`config.mk`:
```
export PLATFORM = sky130hd
export DESIGN_NAME = exe_ctrl
export DESIGN_NICKNAME = d
export VERILOG_FILES = /design/src/rtl/exe_ctrl_pkg.sv /design/src/rtl/sram_wait_counter.sv /design/src/rtl/exe_ctrl.sv
export SDC_FILE = /design/constraint.sdc
export NUM_CORES = 1
export LEC_CHECK = 0
export ABC_CLOCK_PERIOD_IN_PS = 6300
export CORE_UTILIZATION = 48
export CTS_CLUSTER_DIAMETER = 50
export DETAILED_ROUTE_END_ITERATION = 10
export GPL_ROUTABILITY_DRIVEN = 0
export PLACE_DENSITY_LB_ADDON = 0.2
export SYNTH_ARGS = -nofsm -noshare
export SYNTH_HDL_FRONTEND = slang
export SYNTH_HIERARCHICAL = 1
export SYNTH_SLANG_ARGS = --single-unit
```
`constraint.sdc`:
```
create_clock -name clk -period 6.3 [get_ports clk]
set_clock_uncertainty 0.15 [all_clocks]
set_input_delay 1.26 -clock clk [delete_from_list [all_inputs] [get_ports clk]]
set_output_delay 1.26 -clock clk [all_outputs]
set_load 0.1 [all_outputs]
```
`src/rtl/exe_ctrl_pkg.sv`:
```
// Shared types and constants for the EXE-stage controller and its datapath.
package exe_ctrl_pkg;

  localparam int CNT_W = 4;

  typedef enum logic {
    ST_RUN  = 1'b0,
    ST_WAIT = 1'b1
  } state_t;

  typedef struct packed {
    logic       valid;
    logic [3:0] cmd;
    logic       mem_rd;
    logic       mem_wr;
    logic       wb;
    logic       s;
    logic       b;
    logic [3:0] dest;
  } exe_reg_t;

  localparam exe_reg_t EXE_BUBBLE = '0;

  // ALU command encodings, shared with the EXE datapath
  localparam logic [3:0] CMD_MOV = 4'b0001;
  localparam logic [3:0] CMD_ADD = 4'b0010;
  localparam logic [3:0] CMD_ADC = 4'b0011;
  localparam logic [3:0] CMD_SUB = 4'b0100;
  localparam logic [3:0] CMD_SBC = 4'b0101;
  localparam logic [3:0] CMD_AND = 4'b0110;
  localparam logic [3:0] CMD_ORR = 4'b0111;
  localparam logic [3:0] CMD_EOR = 4'b1000;
  localparam logic [3:0] CMD_MVN = 4'b1001;

endpackage

```
`src/rtl/sram_wait_counter.sv`:
```
// Load/decrement wait counter; decrement saturates at zero and reports it.
module sram_wait_counter
  import exe_ctrl_pkg::*;
(
  input  logic             clk,
  input  logic             rst_n,
  input  logic             i_load,
  input  logic [CNT_W-1:0] i_load_val,
  input  logic             i_dec,
  output logic             o_zero
);

  logic [CNT_W-1:0] r_cnt;

  always_ff @(posedge clk or negedge rst_n) begin
    if (!rst_n) begin
      r_cnt <= '0;
    end else if (i_load) begin
      r_cnt <= i_load_val;
    end else if (i_dec && (r_cnt != '0)) begin
      r_cnt <= r_cnt - 1'b1;
    end
  end

  assign o_zero = (r_cnt == '0);

endmodule

```
`src/rtl/exe_ctrl.sv`:
```
// EXE-stage controller: ID->EXE register, status register, branch flush and
// freeze sequencing that holds a memory op in EXE for SRAM_LATENCY cycles.
//
// state | meaning
// RUN   | pipeline advancing; a mem op arriving in EXE starts its SRAM access
// WAIT  | mem op held in EXE; freeze until the wait counter reaches zero
module exe_ctrl
  import exe_ctrl_pkg::*;
#(
  parameter int SRAM_LATENCY = 6
) (
  input  logic       clk,
  input  logic       rst_n,
  input  logic       i_id_valid,
  input  logic       i_id_hazard,
  input  logic [3:0] i_id_exe_cmd,
  input  logic       i_id_mem_read_en,
  input  logic       i_id_mem_write_en,
  input  logic       i_id_wb_en,
  input  logic       i_id_s,
  input  logic       i_id_b,
  input  logic [3:0] i_id_dest,
  input  logic [3:0] i_alu_status,
  output logic       o_exe_valid,
  output logic [3:0] o_exe_cmd,
  output logic       o_exe_mem_read_en,
  output logic       o_exe_mem_write_en,
  output logic       o_exe_wb_en,
  output logic       o_exe_b,
  output logic [3:0] o_exe_dest,
  output logic [3:0] o_status_reg,
  output logic       o_branch_taken,
  output logic       o_flush_if_id,
  output logic       o_freeze,
  output logic       o_mem_start
);

  // The first EXE cycle is spent in RUN, the last at cnt==0 in WAIT.
  localparam logic [CNT_W-1:0] LOAD_VAL =
    CNT_W'((SRAM_LATENCY >= 2) ? (SRAM_LATENCY - 2) : 0);

  state_t   r_state;
  state_t   w_state_nxt;
  exe_reg_t r_exe;
  exe_reg_t w_id_fields;
  logic [3:0] r_status;
  logic w_mem_op;
  logic w_freeze;
  logic w_mem_start;
  logic w_cnt_load;
  logic w_cnt_dec;
  logic w_cnt_zero;
  logic w_branch_taken;

  sram_wait_counter u_wait_cnt (
    .clk        (clk),
    .rst_n      (rst_n),
    .i_load     (w_cnt_load),
    .i_load_val (LOAD_VAL),
    .i_dec      (w_cnt_dec),
    .o_zero     (w_cnt_zero)
  );

  assign w_mem_op       = r_exe.valid & (r_exe.mem_rd | r_exe.mem_wr) & ~r_exe.b;
  assign w_branch_taken = r_exe.valid & r_exe.b & (r_state == ST_RUN);

  always_comb begin
    w_state_nxt = r_state;
    w_freeze    = 1'b0;
    w_mem_start = 1'b0;
    w_cnt_load  = 1'b0;
    w_cnt_dec   = 1'b0;
    case (r_state)
      ST_RUN: begin
        if (w_mem_op) begin
          w_mem_start = 1'b1;
          if (SRAM_LATENCY >= 2) begin
            w_freeze    = 1'b1;
            w_cnt_load  = 1'b1;
            w_state_nxt = ST_WAIT;
          end
        end
      end
      ST_WAIT: begin
        if (!w_cnt_zero) begin
          w_freeze  = 1'b1;
          w_cnt_dec = 1'b1;
        end else begin
          w_state_nxt = ST_RUN;
        end
      end
      default: w_state_nxt = ST_RUN;
    endcase
  end

  always_ff @(posedge clk or negedge rst_n) begin
    if (!rst_n) r_state <= ST_RUN;
    else        r_state <= w_state_nxt;
  end

  // A branch carrying mem enables is still a branch: its mem enables are dropped.
  always_comb begin
    w_id_fields        = EXE_BUBBLE;
    w_id_fields.valid  = 1'b1;
    w_id_fields.cmd    = i_id_exe_cmd;
    w_id_fields.mem_rd = i_id_mem_read_en & ~i_id_b;
    w_id_fields.mem_wr = i_id_mem_write_en & ~i_id_b;
    w_id_fields.wb     = i_id_wb_en;
    w_id_fields.s      = i_id_s;
    w_id_fields.b      = i_id_b;
    w_id_fields.dest   = i_id_dest;
  end

  always_ff @(posedge clk or negedge rst_n) begin
    if (!rst_n) begin
      r_exe <= EXE_BUBBLE;
    end else if (w_freeze) begin
      r_exe <= r_exe;
    end else if (w_branch_taken || i_id_hazard || !i_id_valid) begin
      r_exe <= EXE_BUBBLE;
    end else begin
      r_exe <= w_id_fields;
    end
  end

  always_ff @(posedge clk or negedge rst_n) begin
    if (!rst_n) begin
      r_status <= 4'b0000;
    end else if (r_exe.valid && r_exe.s && !w_freeze) begin
      r_status <= i_alu_status;
    end
  end

  assign o_exe_valid        = r_exe.valid;
  assign o_exe_cmd          = r_exe.cmd;
  assign o_exe_mem_read_en  = r_exe.mem_rd;
  assign o_exe_mem_write_en = r_exe.mem_wr;
  assign o_exe_wb_en        = r_exe.wb;
  assign o_exe_b            = r_exe.b;
  assign o_exe_dest         = r_exe.dest;
  assign o_status_reg       = r_status;
  assign o_branch_taken     = w_branch_taken;
  assign o_flush_if_id      = w_branch_taken;
  assign o_freeze           = w_freeze;
  assign o_mem_start        = w_mem_start;

endmodule

```
==> run summary <==
The run finished with clean final reports. For this run, the leading register cell type out of synthesis is sky130_fd_sc_hd__dfrtp_1. From synthesis to final layout, the design area changed by 31.0%. Type of the most critical hold path: reg2reg. The number of max-slew violations in the final report came out at 0. After clock tree synthesis, the clock-pin slew on the worst setup and hold paths is 0.12 ns. Combinational logic is responsible for 57.8% of the overall power. The global-route wire length before repair was 4.00 mm; the total congestion overflow was 0. The number of antenna-violating nets in the routed design was 0. The most common cell type on the critical path is sky130_fd_sc_hd__inv_1.

TritonCTS built the clock tree. Summing the sequential cell areas from Yosys gives 46.5% of the chip area. The count of inserted antenna diode cells was 0. Summed over all nets, the switching power comes to 340 uW. The largest area contributor in the synthesized netlist is sky130_fd_sc_hd__dfrtp_1.

Source of the worst register-to-register timing path: u_wait_cnt/r_cnt[0]. After synthesis, the netlist uses 31 different library cells. Final hold analysis gives a worst-case slack of 0.370 ns. Of all nets on the critical path, the largest fanout is 15. For the largest net degree at the start of global routing, the log shows 24. Input and output buffers added on the ports amount to 41.

The count of clock tree sinks was 23. Fill cells in the final layout number 196. The switching power share of the total is 50.7%, and the time the final worst path needs with I/O delays and setup is 4.81 ns. The setup-violating endpoint count in the final report was 0. The via count of the first global-routing pass came out at 877. For this run, the slowest stage of the critical path takes 1.02 ns. For this run, the top clock speed supported by timing is 0.208 GHz. The tree is rooted in a sky130_fd_sc_hd__clkbuf_4. The die area is 2790 sq um, and the cell area after technology mapping is 1240 sq um. Summing all non-filler instances in the final layout gives an area of 1620 sq um.

The die is 52.8 microns wide. The logs give 1600 sq um for the instance area at placement and 2 for the initial detailed-routing violation count. For this configuration, the core starts out at a cell density of 50.4%. Top-area cell type share of the netlist area: 46.5%.

The endpoint arrival time on the critical path was 3.40 ns; the latest clock arrival within the worst-skew pair was 0.30 ns. The number of setup buffers added after CTS is 0. The number of instances on the worst hold path works out to 1. The first TritonRoute pass finished after 3 iterations.

The run gives 866 as the total vias in the final route. After detailed routing, the number of remaining DRC violations is 0. Dividing the detail-routed via count by the number of cells gives 5.19. After clock tree synthesis, the flow added hold-fix buffers numbering 0. STA classifies the critical path startpoint as a flop. In this run, synthesis inferred 0 flip-flops with an integrated enable.

Setup repair after global routing left no endpoint under its margin. IR analysis of the VDD net gives a maximum drop of 0.289 mV. The H-tree depth is 1. Counting along the longest clock path gives a buffer depth of 2. Power comes to 669 uW.

The standard cell core area was 2450 sq um; the depth of the most critical reg-to-reg path was 6. The die extent in y was 52.8 microns; the part of the power in registers was 32.1%. In the post-synthesis netlist, the biggest area contributors are sky130_fd_sc_hd__dfrtp_1, sky130_fd_sc_hd__mux2_4, sky130_fd_sc_hd__mux2_2. The power density normalized to cell area was 413 nW/um^2; the number of flip-flops and latches in the synthesized netlist was 23. By startpoint and endpoint, the worst setup path is classified as reg2out. The final hold violation count was 0.

Share of final-layout standard cells stronger than drive strength 1: 17.5%. The share of async-settable or async-resettable flops after synthesis works out to 100%. Tracing the worst setup path back leads to its startpoint at u_wait_cnt/r_cnt[0]. The run gives 0 ns as the summed negative setup slack over all endpoints. Across the run, the number of max-cap violations was 0. The tools report the beginning of the worst hold path as o_status_reg[2].

Row generation in the floorplan step produced 18 rows. In this run, CTS created clock tree buffers numbering 3. The master of the slowest instance on the critical path was sky130_fd_sc_hd__clkdlybuf4s50_1. In this run the count of I/O pins placed on the die edge is 42. Together, buffers and inverters on the worst path number 3.

A synthesized cell averages 12.0 sq um. The net count of the finished layout is 160. Relative slew slack: 31.2%. The final cycle utilization of the critical path came out at 76.3%. The static leakage power is 0.000769 uW. The total routing usage reported by global routing came out at 20.3%.

The internal portion of the total power is 330 uW. In the final routed layout, each cell accounts on average for 13.8 microns. After technology mapping, the gate count stands at 103. For the pin with the worst max-slew slack, the measured transition is 1.02 ns. The number of antenna violations at the first check in global routing was 0.

Summed over all layers, the routed wires come to 2.31 mm. The total half-perimeter wirelength after legalization and detailed placement came out at 1.66 mm. Family with the most delay on the worst path: buffers and inverters. For this run, the number of Yosys warnings is 6. At the worst endpoint, the required time is 4.89 ns.

Clock share of power: 10.1%. Post-cts resize count: 0. The signal on the critical path passes through inv_1 > ha_1 > nor3b_2 > nand2b_1 > o31a_1 > inv_1 > clkdlybuf4s50_1. The worst setup path is captured at an output pin. The critical path runs through a total of 7 cells.
[kinds of logic (layout without fill, tap and decap cells)]
logic type      after synthesis  count (layout)  synth area share [%]
mux                          17              17                  17.9
compound gates               10              10                  7.18
buf+inv                      19              51                  9.71
flops                        23              23                  46.5
other cells                   2               4                 0.607
simple gates                 31              31                  17.1
fa+ha+maj                     1               1                  1.01
[power by group through the flow]
stage,logic (uW),registers [uW],clock network (uW)
after global routing,411,220,77.3
after detailed placement,387,218,0
after floorplan,193,336,0
final,387,215,67.4
after CTS,389,215,69.8
after global placement,381,215,0
[worst paths after layout]
check | slack (ns) | end
max | 1.49 | o_freeze
min | 0.37 | o_status_reg[2]
max reg2reg | 3.71 | r_exe[5]
min reg2reg | 0.37 | o_status_reg[2]
max in group asynchronous | 4.04 | u_wait_cnt/r_cnt[2]
min in group asynchronous | 1.35 | o_exe_cmd[1]
[cell usage in the layout (no fill, tap or decap)]
cell type,instances
sky130_fd_sc_hd__a21oi_1,1
sky130_fd_sc_hd__nor4b_2,1
sky130_fd_sc_hd__clkbuf_4,3
sky130_fd_sc_hd__o311ai_2,1
sky130_fd_sc_hd__a32o_1,1
sky130_fd_sc_hd__o211ai_2,1
sky130_fd_sc_hd__ha_1,1
sky130_fd_sc_hd__inv_1,6
sky130_fd_sc_hd__mux2_4,8
sky130_fd_sc_hd__nand3b_1,1
sky130_fd_sc_hd__and3_1,10
sky130_fd_sc_hd__o21a_1,1
sky130_fd_sc_hd__mux2_2,9
sky130_fd_sc_hd__o21ai_0,2
sky130_fd_sc_hd__o31a_1,2
sky130_fd_sc_hd__or4_1,1
sky130_fd_sc_hd__nor3b_1,1
sky130_fd_sc_hd__dfrtp_1,23
sky130_fd_sc_hd__and2_1,2
sky130_fd_sc_hd__a221o_1,1
sky130_fd_sc_hd__nor2_1,1
sky130_fd_sc_hd__clkbuf_1,1
sky130_fd_sc_hd__conb_1,4
sky130_fd_sc_hd__nand2b_1,2
sky130_fd_sc_hd__nor3b_2,1
sky130_fd_sc_hd__nor3_1,3
sky130_fd_sc_hd__or2b_1,1
sky130_fd_sc_hd__nor2b_1,1
sky130_fd_sc_hd__clkdlybuf4s50_1,41
sky130_fd_sc_hd__nand2_1,3
sky130_fd_sc_hd__and4b_1,3
[cells in the mapped netlist (all sizes together) (3+ instances only)]
cell type  number
and3           10
and4b           3
buf            11
dfrtp          23
inv             6
mux2           17
nand2           3
nor3            3
[area by class of cell]
class,instances,area [sq um],share of cell area (%)
Clock buffer,4,26.3,1.62
Inverter,6,22.5,1.39
Tap cell,30,37.5,2.31
Multi-Input combinational cell,63,549,33.9
Sequential cell,23,576,35.5
Timing Repair Buffer,41,410,25.3
[layer usage]
layer / part of all wire [%] / wire length [microns] / GRT usage (%) / vias up
met5: 0 / 0 / 0 / -
met4: 1.8 / 41 / 9.21 / 0
met3: 5.9 / 136 / 5.51 / 5
met2: 45 / 1040 / 31.4 / 32
met1: 47 / 1100 / 26.3 / 408
li1: - / - / - / 421
[stage by stage]
step	setup WS, ns	instances	util [%]
after floorplan	1.52	105	-
after global placement	1.98	163	65.0
after detailed placement	1.84	163	65.0
after CTS	1.47	167	66.1
after global routing	1.22	167	66.1
final	1.49	167	66.1
Power figures use the tool's default switching activity.
